### config.mk
export PLATFORM = sky130hd
export DESIGN_NAME = grf_wb_arbiter
export DESIGN_NICKNAME = d
export VERILOG_FILES = /design/src/rtl/grf_pkg.sv /design/src/rtl/grf_wb_grant.sv /design/src/rtl/grf_wb_arbiter.sv
export SDC_FILE = /design/constraint.sdc
export NUM_CORES = 1
export LEC_CHECK = 0
export BUFFER_PORTS_ARGS = -buffer_cell sky130_fd_sc_hd__buf_4
export CORE_MARGIN = 2
export CORE_UTILIZATION = 40
export CTS_BUF_LIST = sky130_fd_sc_hd__clkbuf_8
export CTS_CLUSTER_DIAMETER = 80
export CTS_CLUSTER_SIZE = 25
export DETAILED_ROUTE_END_ITERATION = 12
export MAX_ROUTING_LAYER = met4
export PLACE_DENSITY = 0.77
export SETUP_SLACK_MARGIN = 0.4
export SYNTH_ARGS = -nofsm -noshare
export SYNTH_HDL_FRONTEND = slang
export SYNTH_HIERARCHICAL = 1
export SYNTH_SLANG_ARGS = --single-unit
### constraint.sdc
create_clock -name Clk -period 1.5 [get_ports Clk]
set_clock_uncertainty 0.05 [all_clocks]
set_input_delay 0.3 -clock Clk [delete_from_list [all_inputs] [get_ports Clk]]
set_output_delay 0.3 -clock Clk [all_outputs]
set_load 0.05 [all_outputs]
### src/rtl/grf_pkg.sv
// Shared constants and types for the GRF write-back arbiter.
package grf_pkg;
    localparam int AW         = 5;
    localparam int DW         = 32;
    localparam int NREQ       = 3;
    localparam int REQ_ALU    = 0;
    localparam int REQ_LOAD   = 1;
    localparam int REQ_MDU    = 2;
    localparam int SCRUB_LAST = 31;

    typedef enum logic {
        CLEAR = 1'b0,
        RUN   = 1'b1
    } state_t;
endpackage

### src/rtl/grf_wb_grant.sv
// One-hot grant selection for the GRF write-back arbiter.
// Define GRF_WB_RR_EN for round-robin from ptr; otherwise fixed priority with index 0 highest.
module grf_wb_grant
    import grf_pkg::*;
#(
    parameter int N  = NREQ,
    parameter int PW = (N > 1) ? $clog2(N) : 1
) (
    input  logic [N-1:0]  valid,
    input  logic [PW-1:0] ptr,
    output logic [N-1:0]  grant
);

`ifdef GRF_WB_RR_EN
    logic [PW-1:0] idx;
    logic          found;

    // Walk the requesters starting at ptr and take the first valid one.
    always_comb begin
        grant = '0;
        found = 1'b0;
        idx   = '0;
        for (int k = 0; k < N; k++) begin
            idx = PW'((int'(ptr) + k) % N);
            if (!found && valid[idx]) begin
                grant[idx] = 1'b1;
                found      = 1'b1;
            end
        end
    end
`else
    logic unused_ptr;
    assign unused_ptr = ^ptr;

    // Isolate the lowest set bit of valid.
    assign grant = valid & (~valid + N'(1));
`endif

endmodule

### src/rtl/grf_wb_arbiter.sv
// Write-back arbiter for the GRF: scrubs registers 1..31 after reset or clr_req, then grants one requester per cycle.
// Define GRF_WB_RR_EN to switch from fixed priority to round-robin arbitration.
module grf_wb_arbiter #(
    parameter int AW   = grf_pkg::AW,
    parameter int DW   = grf_pkg::DW,
    parameter int NREQ = grf_pkg::NREQ
) (
    input  logic               Clk,
    input  logic               Reset,
    input  logic               clr_req,
    input  logic [NREQ-1:0]    req_valid,
    output logic [NREQ-1:0]    req_ready,
    input  logic [NREQ*AW-1:0] req_addr,
    input  logic [NREQ*DW-1:0] req_data,
    input  logic [NREQ*DW-1:0] req_pc,
    output logic               WE,
    output logic [AW-1:0]      RW,
    output logic [DW-1:0]      WD,
    output logic [DW-1:0]      WPC,
    output logic               busy
);
    localparam int PW = (NREQ > 1) ? $clog2(NREQ) : 1;

    grf_pkg::state_t state;
    logic [AW-1:0]   cnt;
    logic [PW-1:0]   ptr;
    logic [NREQ-1:0] grant;
    logic [PW-1:0]   gnt_idx;
    logic [AW-1:0]   sel_addr;
    logic [DW-1:0]   sel_data;
    logic [DW-1:0]   sel_pc;
    logic            accept;
    logic            xfer;

    grf_wb_grant #(
        .N  (NREQ),
        .PW (PW)
    ) u_grant (
        .valid (req_valid),
        .ptr   (ptr),
        .grant (grant)
    );

    // busy stays high for one RUN cycle after the last scrub write, so grants wait for it to drop.
    assign accept    = (state == grf_pkg::RUN) && !busy && !clr_req;
    assign req_ready = accept ? grant : '0;
    assign xfer      = |req_ready;

    always_comb begin
        gnt_idx  = '0;
        sel_addr = '0;
        sel_data = '0;
        sel_pc   = '0;
        for (int k = 0; k < NREQ; k++) begin
            if (grant[k]) begin
                gnt_idx  = PW'(k);
                sel_addr = req_addr[k*AW +: AW];
                sel_data = req_data[k*DW +: DW];
                sel_pc   = req_pc[k*DW +: DW];
            end
        end
    end

`ifdef GRF_WB_RR_EN
    always_ff @(posedge Clk or negedge Reset) begin
        if (!Reset) begin
            ptr <= '0;
        end else if (xfer) begin
            ptr <= (gnt_idx == PW'(NREQ - 1)) ? '0 : gnt_idx + PW'(1);
        end
    end
`else
    assign ptr = '0;
`endif

    // Scrub writes zero to one register per cycle; RUN forwards the granted request one cycle later.
    always_ff @(posedge Clk or negedge Reset) begin
        if (!Reset) begin
            state <= grf_pkg::CLEAR;
            cnt   <= AW'(1);
            WE    <= 1'b0;
            RW    <= '0;
            WD    <= '0;
            WPC   <= '0;
            busy  <= 1'b1;
        end else begin
            case (state)
                grf_pkg::CLEAR: begin
                    WE   <= 1'b1;
                    RW   <= cnt;
                    WD   <= '0;
                    WPC  <= '0;
                    busy <= 1'b1;
                    if (clr_req) begin
                        cnt <= AW'(1);
                    end else if (cnt == AW'(grf_pkg::SCRUB_LAST)) begin
                        state <= grf_pkg::RUN;
                    end else begin
                        cnt <= cnt + AW'(1);
                    end
                end
                default: begin
                    if (clr_req) begin
                        state <= grf_pkg::CLEAR;
                        cnt   <= AW'(1);
                        WE    <= 1'b0;
                        busy  <= 1'b1;
                    end else begin
                        busy <= 1'b0;
                        WE   <= xfer && (sel_addr != '0);
                        if (xfer) begin
                            RW  <= sel_addr;
                            WD  <= sel_data;
                            WPC <= sel_pc;
                        end
                    end
                end
            endcase
        end
    end

endmodule

* Word-level counts from Yosys, hierarchy flattened
Index checks and enable logic that the tools add are counted.
** Word-level totals
- Bits in registers :: 77
- Bits of input ports :: 213
- Logic and storage cells :: 56
** Cells by class
- Add/sub/neg operators :: 2
- Eq/ne operators :: 5
- Mux-type cells :: 31
- Bitwise logic cells :: 2
- Reduce and logical (&&, ||, !) cells :: 9
** Operator list (number)
- 32-bit 2-to-1 mux :: 12
- 5-bit 2-to-1 mux :: 10
- 1-bit 2-to-1 mux :: 8
- 2-bit != test (second input constant) :: 3
- 5-bit by 1-bit adder with 5-bit output (second input constant) :: 1
- 5-bit equality test (second input constant) :: 1
- 5-bit nonzero test :: 1
- 2-bit AND reduction :: 2
- 3-bit by 1-bit adder with 3-bit output (second input constant) :: 1
- 3-bit bitwise AND :: 1
- 1-bit logical AND :: 3
- 3-bit 2-to-1 mux :: 1
- 3-bit inverter :: 1
- 3-bit OR reduction :: 1
- 1-bit zero test :: 2
- 2-bit by 1-bit != test with 1-bit output (second input constant) :: 1

* Depth between registers and ports, before layout
Gate-level depths: netlist of run 1.
- Depth in word-level cells :: 10
- Gate-level depth with buffers :: 8
- Depth with buffers taken out :: 7

* By module
The synthesis of run 1 kept the hierarchy.
** Modules (own cells, without submodules)
- grf_wb_arbiter :: instances 1, cells an instance 523, area each 4978.5 µm², seq. area each 1929.4 µm²
- grf_wb_grant :: instances 1, cells an instance 3, area each 26.3 µm², seq. area each 0.0 µm²

* Worst setup path after synthesis of run 1
Ideal clock, no wire load.
- Kind :: input to output
- From :: input req_valid[1]
- To :: output req_ready[2]
- Arrival :: 1.532 ns
- Required time :: 1.150 ns
- Slack :: -0.382 ns
- Cell stages on the path :: 5
- Path buffers :: 3
- Cells stage by stage :: nor3b_2 > buf_2 > clkbuf_1 > buf_2 > and2_1
** On the way
- Longest elaborated chain between the ends :: 4
** RTL lines
- from (decl) :: RTL line grf_wb_arbiter.sv:11 : input logic [NREQ-1:0] req_valid,
- 3-bit inverter :: RTL line grf_wb_grant.sv:36 : assign grant = valid & (~valid + N'(1));
- 3-bit by 1-bit adder with 3-bit output :: RTL line grf_wb_grant.sv:36
- 3-bit bitwise AND :: RTL line grf_wb_grant.sv:36
- 3-bit 2-to-1 mux :: RTL line grf_wb_arbiter.sv:46 : assign req_ready = accept ? grant : '0;
- to (decl) :: RTL line grf_wb_arbiter.sv:12 : output logic [NREQ-1:0] req_ready,
Every way passes these cells.

* Worst setup path after layout of run 1
- From :: register busy
- To :: output req_ready[2]
** On the way
- Longest elaborated chain between the ends :: 4
** RTL lines
- from (decl) :: RTL line grf_wb_arbiter.sv:20 : output logic busy
- from (signal assigned) :: RTL line grf_wb_arbiter.sv:85 : busy <= 1'b1;
- from (signal assigned) :: RTL line grf_wb_arbiter.sv:93 : busy <= 1'b1;
- from (signal assigned) :: RTL line grf_wb_arbiter.sv:107 : busy <= 1'b1;
- 1-bit zero test :: RTL line grf_wb_arbiter.sv:45 : assign accept = (state == grf_pkg::RUN) && !busy && !clr_req;
- 1-bit logical AND (2 in a row) :: RTL line grf_wb_arbiter.sv:45
- 3-bit 2-to-1 mux :: RTL line grf_wb_arbiter.sv:46
Every way passes these cells.

==> reports/results.ini, run 1 <==
[status]
run_status=complete, but fails checks
violations=negative setup slack

[worst_setup_path]
path_class=reg2out
cp.arrival_ns=1.42
startpoint_type=register
crit_fanout=4
cp.required_ns=1.15
cp-end-kind=output port

[final_layout]
drive_above_1_share_pct=70.9
area_growth_pct=96.6
design_area_sq_um=9830
antenna_cells=0
fillers=731
nets=1106

[drt]
drt-initial-drc-count=432
viasPerCell=5.60
drc=0
wl_per_cell_um=20.4
drt-total-wl_mm=21.7
ant_nets=0
vias=5957
dr.pass1.iters=5

[placed_design]
numPortBuffers=286
place_ws_ns=-0.284
place_area_sq_um=7560
dp_hpwl_mm=12.8
gp_congestion=0.922

[cts]
cts_buffer_depth=2
cts_sinks=77
clk_latency_ns=0.36
h-tree-depth=3
cts_tree=yes
cts-buffers-inserted=9
clk_pin_slew_ns=0.09
root_buffer=clkbuf_8

[power_and_ir_drop]
seqPwrFrac_pct=42.4
netSwitchingPower_mw=1.36
internal-power_mw=3.63
power_density_nw_per_um2=508
power.share.clock_pct=33.5
p_comb_share_pct=24.2
p_leak_nw=4.08
power_switching_share_pct=27.3
ir_worst_vdd_mv=0.605

[job]
cap_violations=0

[floorplan]
ios=287
dieWidth_um=116
coreArea_sq_um=12100
die_area_sq_um=13400
start_util_pct=41.3
fp.dieH_um=116
std_cell_rows=40

[timing]
hold_viol=0
final-max-slew-violation-count=0
timing.fmax_mhz=565
fin_crit_sh_pct=118
tightestPinTransition_ns=0.429
slew_headroom_pct=71.4
rsz0062_at_grt=yes
setup_slack_ns=-0.269
layout_min_cycle_time_ns=1.77
setup_viol=79

[grt]
grt_pass1_wl_mm=29.1
grt_remaining_overflow=0
grt_pass1_vias=5736
antenna_found_initial=0
grt_max_degree=36
grt.total_usage_pct=28.9

[yosys]
synthCells=525
synth_area_per_cell_sq_um=9.53
synth_nets=740
netlist_area_sq_um=5000
synth_warnings=6

[min_path]
hp-class=in2reg

-- worst max-delay path, stage by stage, from the launching register on --
cell	delay [ns]
dfstp_2	0.39
nor3b_4	0.23
buf_4	0.16
and2_4	0.14
buf_8	0.13
-- registers in the layout, indices dropped and copies added (netlist names) --
name and cells:
RW 5, WD 32, WE 1, WPC 32, busy 1, cnt 5
state 1
-- cells in the final DEF, fill, tap and decap left out, types with 18 or more instances in the layout --
cell      count
dfrtp_1      75
nand2_4      23
a21oi_2      64
nand3_4      32
a221o_1      63
buf_4       287
buf_6        87
nand2_2      33
buf_12       20
nand2b_1     67
nand3_2      30
nand2_1      18
-- per-layer routing --
| layer | part of all wire [%] | vias up | GRT usage (%) |
|---|---|---|---|
| li1 | - | 2638 | - |
| met5 | 0 | - | - |
| met3 | 5.9 | 84 | 5.86 |
| met2 | 51 | 297 | 49.2 |
| met4 | 4.7 | 0 | 13.4 |
| met1 | 38 | 2938 | 32.8 |
-- power groups by stage --
stage | combinational [mW] | sequential (mW) | clock (mW)
CTS | 1.09 | 2.12 | 1.67
global route | 1.28 | 2.12 | 1.78
finish | 1.21 | 2.12 | 1.67
global placement | 1.03 | 2.16 | 0
detailed placement | 1.06 | 2.16 | 0
floorplan | 0.426 | 2.19 | 0
-- metrics by stage --
step           power [mW]  setup TNS (ns)  hold WS (ns)  utilization, %  std cells
2_1_floorplan        2.62           -3.00       -0.0456               -        525
3_3_place_gp         3.18          -10.89         0.153            62.4        961
3_5_place_dp         3.21          -13.22         0.165            62.4        961
4_1_cts              4.88           -9.33         0.221            74.1       1028
5_1_grt              5.17          -15.55         0.235            81.2       1064
6_report             5.00          -11.26         0.235            81.2       1064
-- layout make-up --
class / count / area, sq um / share of cell area, %
Clock buffer: 11 / 151 / 1.54
Clock inverter: 5 / 58.8 / 0.598
Inverter: 2 / 7.51 / 0.0764
Multi-Input combinational cell: 389 / 3540 / 36.0
Sequential cell: 77 / 1930 / 19.6
Tap cell: 168 / 210 / 2.14
Timing Repair Buffer: 412 / 3930 / 40.0
-- final timing paths --
kind                                end  depth (start not counted)    start  slack [ns]
setup / recovery           req_ready[2]                          4     busy       -0.27
hold / removal                   cnt[1]                          3  clr_req        0.24
setup reg to reg                 WD[12]                          9     busy       -0.20
hold reg to reg                   WD[9]                          2    WD[9]        0.50
max in group asynchronous         WD[1]                          3    Reset        0.54
min in group asynchronous       WPC[14]                          2    Reset        0.31
-- what timing repair did --
action                                 in CTS  in global routing
setup endpoints to repair                 150                150
pin swaps                                  37                 53
gates resized for setup                   164                106
endpoints found under the hold margin      16                  0
hold buffers                                1                  0
buffers inserted                           41                 33
gates cloned                                9                  3
No activity file was read; power rests on OpenSTA's default activity.
==> inputs of run 2 (changes only) <==
--- a/config.mk
+++ b/config.mk
@@ -5,15 +5,16 @@
 export SDC_FILE = /design/constraint.sdc
 export NUM_CORES = 1
 export LEC_CHECK = 0
+export ABC_AREA = 1
 export BUFFER_PORTS_ARGS = -buffer_cell sky130_fd_sc_hd__buf_4
-export CORE_MARGIN = 2
-export CORE_UTILIZATION = 40
+export CORE_AREA = 2 2 112 114
 export CTS_BUF_LIST = sky130_fd_sc_hd__clkbuf_8
 export CTS_CLUSTER_DIAMETER = 80
 export CTS_CLUSTER_SIZE = 25
 export DETAILED_ROUTE_END_ITERATION = 12
+export DIE_AREA = 0 0 114 116
 export MAX_ROUTING_LAYER = met4
-export PLACE_DENSITY = 0.77
+export PLACE_DENSITY = 0.75
 export SETUP_SLACK_MARGIN = 0.4
 export SYNTH_ARGS = -nofsm -noshare
 export SYNTH_HDL_FRONTEND = slang
==> reports/results.ini, run 2 <==
[status]
run_status=complete, but fails checks
violations=negative setup slack

[timing]
setup_viol=53  ; -33%
setup_tns_ns=-3.72  ; +7.53 ns
fin_crit_sh_pct=110  ; -8.1 points
fin_hold_ws_ns=0.0954  ; -0.140 ns
layout_min_cycle_time_ns=1.65  ; -0.121 ns
hold_viol=0  ; unchanged
setup_slack_ns=-0.148  ; +0.121 ns
final-max-slew-violation-count=0  ; unchanged
slew_headroom_pct=71.4  ; about the same
rsz0062_at_grt=yes
timing.fmax_mhz=607  ; +7.3%
tightestPinTransition_ns=0.425  ; -0.00467 ns

[worst_setup_path]
startpoint_type=register
worstReg2RegEnd=cnt[2]
crit_slowest_cell=dfstp_2
reg2reg_slack_ns=-0.15  ; +0.05 ns
cp.arrival_ns=1.84  ; +0.42 ns
path_class=reg2reg
crit_start=cnt[0]
critPathMaxStageDelay_ns=0.57  ; +0.18 ns
cp-end-kind=register
path_cells=ha_4 > nand2_4 > nor2_4 > ha_4 > nor2_4 > nor2_2 > nor2_1 > o221ai_1 > inv_1
cp.required_ns=1.69  ; +0.54 ns
reg2regPathDepth=9  ; unchanged
crit_end=cnt[2]
crit_fanout=4  ; unchanged
r2r-start=cnt[0]

[drt]
drc=0  ; unchanged
drt-total-wl_mm=19.0  ; -13%
drt-initial-drc-count=354  ; -18%
vias=5747  ; -3.5%
dr.pass1.iters=5  ; unchanged
viasPerCell=5.07  ; -9.5%
wl_per_cell_um=16.8  ; -18%
ant_nets=0  ; unchanged

[final_layout]
fillers=853  ; +17%
reg_top3=WD (32), WPC (32)
drive_above_1_share_pct=60.7  ; -10 points
layout_commonest_cell=buf_4
most-common-layout-cells=284 x buf_4, 154 x nand2_1, 99 x nand2_2
layoutNonFillerInstCount=1134  ; +6.6%
fin_util_pct=77.5  ; -3.7 points
design_area_sq_um=9230  ; -6.1%
antenna_cells=0  ; unchanged
area_growth_pct=107
nets=1197  ; +8.2%

[floorplan]
fp.dieH_um=116  ; +0.16%
std_cell_rows=40  ; unchanged
start_util_pct=37.4  ; -3.9 points
coreArea_sq_um=11900  ; -1.7%
dieWidth_um=114  ; -1.6%
die_area_sq_um=13200  ; -1.4%
ios=287  ; unchanged

[cts]
cts_buffer_depth=2  ; unchanged
clk_latency_ns=0.35  ; about the same
h-tree-depth=3  ; unchanged
clk_pin_slew_ns=0.09  ; about the same
cts_tree=yes
root_buffer=clkbuf_8
cts_sinks=77  ; unchanged
cts-buffers-inserted=9  ; unchanged

[placed_design]
gp_congestion=0.916  ; -0.69%
place_area_sq_um=6910  ; -8.6%
dp_hpwl_mm=11.7  ; -8.3%
numPortBuffers=286  ; unchanged
place_ws_ns=-0.117  ; +0.167 ns
dp_cells=1027  ; +6.9%

[yosys]
synth_warnings=6  ; unchanged
netlist_area_sq_um=4450  ; -11%
synthCells=609  ; +16%
synth_area_per_cell_sq_um=7.31  ; -23%
synth_nets=824  ; +11%

[min_path]
whs_path_depth=2  ; -1
hp-class=in2reg

[grt]
grt_remaining_overflow=0  ; unchanged
grt_pass1_wl_mm=26.9  ; -7.7%
grt_pass1_vias=5366  ; -6.5%
grt.total_usage_pct=27.0  ; -2.0 points
antenna_found_initial=0  ; unchanged
grt_max_degree=56  ; +56%

[power_and_ir_drop]
power_density_nw_per_um2=540  ; +6.3%
power_mw=4.99  ; -0.23%
p_leak_nw=5.21  ; +28%
ir_worst_vdd_mv=0.453  ; -25%

[job]
cap_violations=0  ; unchanged

-- run 2: per-layer routing --
layer | global-route usage [%] | vias to the layer above | wire length (um)
li1 | - | 2761 | -
met1 | 33.2 | 2724 | 7530
met2 | 45.0 | 219 | 9820
met3 | 4.86 | 43 | 1100
met4 | 8.86 | 0 | 544
met5 | - | - | 0
-- run 2: final cells by class --
| class | count | area [sq um] | share of cell area (%) |
|---|---|---|---|
| clock buffer | 10 | 138 | 1.49 |
| inverter | 15 | 63.8 | 0.691 |
| tap | 147 | 184 | 1.99 |
| multi-input combinational | 472 | 2860 | 31.0 |
| sequential | 77 | 1930 | 20.9 |
| clock inverter | 6 | 86.3 | 0.935 |
| timing repair buffer | 407 | 3970 | 43.0 |
-- run 2: worst max-delay path: cells and delay by family, from the launching register on --
| kind | cells | cell delay [ns] |
|---|---|---|
| AND/OR/NAND/NOR | 5 | 0.40 |
| adder cells (fa/ha/maj) | 2 | 0.30 |
| buffers and inverters | 1 | 0.07 |
| flip-flops | 1 | 0.57 |
| AO/OA/AOI/OAI | 1 | 0.15 |
-- run 2: worst min path at each step --
stage                        from       to
after floorplan             Reset    RW[0]
after global routing      clr_req   cnt[3]
after CTS                 clr_req   cnt[3]
after detailed placement    Reset  WPC[10]
after global placement      Reset  WPC[10]
final                     clr_req   cnt[3]
-- run 2: repair_timing --
| action | in CTS | in global routing |
|---|---|---|
| hold buffers | 1 | 0 |
| endpoints found under the setup margin | 150 | 150 |
| endpoints found under the hold margin | 21 | 0 |
| buffers inserted | 49 | 27 |
| pin swaps | 62 | 52 |
| gates resized for setup | 191 | 127 |
| cloned | 14 | 0 |
-- run 2: where the power goes --
group	leakage, nW	switching (mW)	internal, mW
Clock	0.112	0.809	0.980
Combinational	4.04	0.487	0.594
Sequential	1.06	0.0226	2.09
==> inputs of run 3 (changes only) <==
--- a/config.mk
+++ b/config.mk
@@ -7,15 +7,18 @@
 export LEC_CHECK = 0
 export ABC_AREA = 1
 export BUFFER_PORTS_ARGS = -buffer_cell sky130_fd_sc_hd__buf_4
-export CORE_AREA = 2 2 112 114
+export CELL_PAD_IN_SITES_DETAIL_PLACEMENT = 1
+export CELL_PAD_IN_SITES_GLOBAL_PLACEMENT = 1
+export CORE_MARGIN = 2
+export CORE_UTILIZATION = 29
 export CTS_BUF_LIST = sky130_fd_sc_hd__clkbuf_8
 export CTS_CLUSTER_DIAMETER = 80
 export CTS_CLUSTER_SIZE = 25
 export DETAILED_ROUTE_END_ITERATION = 12
-export DIE_AREA = 0 0 114 116
 export MAX_ROUTING_LAYER = met4
-export PLACE_DENSITY = 0.75
+export PLACE_DENSITY_LB_ADDON = 0.1
 export SETUP_SLACK_MARGIN = 0.4
+export SLEW_MARGIN = 20
 export SYNTH_ARGS = -nofsm -noshare
 export SYNTH_HDL_FRONTEND = slang
 export SYNTH_HIERARCHICAL = 1
==> constraint.sdc (replaced) <==
create_clock -name Clk -period 1.65 [get_ports Clk]
set_clock_uncertainty 0.05 [all_clocks]
set_input_delay 0.33 -clock Clk [delete_from_list [all_inputs] [get_ports Clk]]
set_output_delay 0.33 -clock Clk [all_outputs]
set_load 0.05 [all_outputs]
==> reports/results.ini, run 3 (synthesis results as in run 2) <==
[status]
run_status=complete, but fails checks
violations=negative setup slack

[worst_setup_path]
path_class=reg2out
cp.arrival_ns=1.32  ; -0.52 ns
worstReg2RegEnd=WPC[2]
reg2regPathDepth=10  ; +1
startpoint_type=register
crit_slowest_cell=dfrtp_1
critPathMaxStageDelay_ns=0.37  ; -0.20 ns
cp.required_ns=1.27  ; -0.42 ns
path_cells=nand2_2 > nor2_4 > inv_2 > nor2_2 > buf_6
critical_path_depth=5  ; -4
r2r-start=busy
path_buf_inv=2  ; +1
crit_end=req_ready[1]
cp_top_family=flip-flops
cp-end-kind=output port
crit_fanout=3  ; -1
crit_start=state
reg2reg_slack_ns=-0.01  ; +0.14 ns

[placed_design]
place_ws_ns=-0.0616  ; +0.0549 ns
dp_hpwl_mm=13.9  ; +18%
numPortBuffers=286  ; unchanged
dp_cells=1064  ; +3.6%
gp_congestion=0.819  ; -11%
place_area_sq_um=6880  ; -0.42%

[power_and_ir_drop]
ir_worst_vdd_mv=0.367  ; -19%
power_mw=4.39  ; -12%
p_leak_nw=5.29  ; +1.5%
power_density_nw_per_um2=485  ; -10%

[final_layout]
layoutNonFillerInstCount=1179  ; +4.0%
reg_top3=WD (32), WPC (32)
drive_above_1_share_pct=57.7  ; -3.0 points
most-common-layout-cells=300 x buf_4, 180 x nand2_1, 82 x buf_6
layout_commonest_cell=buf_4
area_growth_pct=103
antenna_cells=0  ; unchanged
nets=1201  ; +0.33%
design_area_sq_um=9050  ; -2.0%

[floorplan]
fp.dieH_um=128  ; +10%
dieWidth_um=128  ; +12%
start_util_pct=29.5  ; -7.9 points
coreArea_sq_um=15100  ; +27%
ios=287  ; unchanged
die_area_sq_um=16400  ; +24%
std_cell_rows=45  ; +13%

[grt]
grt_remaining_overflow=0  ; unchanged
grt_pass1_wl_mm=31.2  ; +16%
grt.total_usage_pct=25.4  ; -1.5 points
antenna_found_initial=0  ; unchanged
grt_max_degree=78  ; +39%
grt_pass1_vias=6019  ; +12%

[timing]
setup_slack_ns=-0.0524  ; +0.0960 ns
setup_viol=10  ; -81%
tightestPinTransition_ns=0.438  ; +0.0131 ns
final-max-slew-violation-count=0  ; unchanged
fin_crit_sh_pct=103
slew_headroom_pct=70.8  ; -0.57 points
rsz0062_at_grt=yes
hold_viol=0  ; unchanged
timing.fmax_mhz=587
fin_hold_ws_ns=0.124  ; +0.0284 ns
layout_min_cycle_time_ns=1.70

[cts]
cts_tree=yes
cts-buffers-inserted=9  ; unchanged
cts_sinks=77  ; unchanged
root_buffer=clkbuf_8
clk_pin_slew_ns=0.09  ; about the same
h-tree-depth=3  ; unchanged
clk_latency_ns=0.37  ; +0.02 ns
cts_buffer_depth=2  ; unchanged

[min_path]
hp-class=in2reg
holdCritStartpoint=clr_req

[drt]
vias=5840  ; +1.6%
drc=0  ; unchanged
ant_nets=0  ; unchanged
wl_per_cell_um=18.6  ; +11%
drt-initial-drc-count=207  ; -42%
dr.pass1.iters=4  ; -1
drt-total-wl_mm=21.9  ; +15%
viasPerCell=4.95  ; -2.3%

[job]
cap_violations=0  ; unchanged

[run 3: metrics by stage]
| stage | utilization (%) | TNS [ns] |
|---|---|---|
| after floorplan | - | 0 |
| after global placement | 45.6 | 0 |
| after detailed placement | 45.6 | -0.324 |
| after CTS | 54.6 | -0.244 |
| after global routing | 60.0 | -2.00 |
| final | 60.0 | -0.139 |
[run 3: how the worst min path moves through the flow]
| stage | cells after the start | slack, ns | end |
|---|---|---|---|
| global route | 2 | 0.11 | cnt[3] |
| floorplan | 0 | -0.02 | RW[0] |
| detailed placement | 2 | 0.34 | WPC[28] |
| CTS | 2 | 0.10 | cnt[3] |
| finish | 2 | 0.12 | cnt[3] |
| global placement | 2 | 0.34 | WPC[28] |
[run 3: per-layer routing]
| metal | track usage (%) | up-vias | share of wire (%) |
|---|---|---|---|
| li1 | - | 2761 | - |
| met2 | 46.7 | 176 | 55 |
| met1 | 27.8 | 2873 | 38 |
| met5 | - | - | 0 |
| met3 | 4.76 | 30 | 4.4 |
| met4 | 7.76 | 0 | 2.2 |
[run 3: repair_timing]
| action | in CTS | in global routing |
|---|---|---|
| setup endpoints to repair | 150 | 150 |
| hold buffers | 1 | 0 |
| cloned | 7 | 2 |
| pin swaps | 50 | 52 |
| endpoints found under the hold margin | 75 | 0 |
| buffers inserted | 45 | 44 |
| resized for setup | 179 | 112 |
[run 3: final cells by class]
| class | count | area (sq um) |
|---|---|---|
| fill | 1749 | 6040 |
| multi-input combinational | 472 | 2840 |
| tap | 188 | 235 |
| timing repair buffer | 411 | 3800 |
| inverter | 15 | 58.8 |
| clock buffer | 10 | 138 |
| clock inverter | 6 | 55.1 |
| sequential | 77 | 1930 |
[run 3: where the power goes]
group / internal (mW) / total, mW / switching [mW]
sequential: 1.90 / 1.92 / 0.0188
clock: 0.725 / 1.49 / 0.761
combinational: 0.534 / 0.980 / 0.446
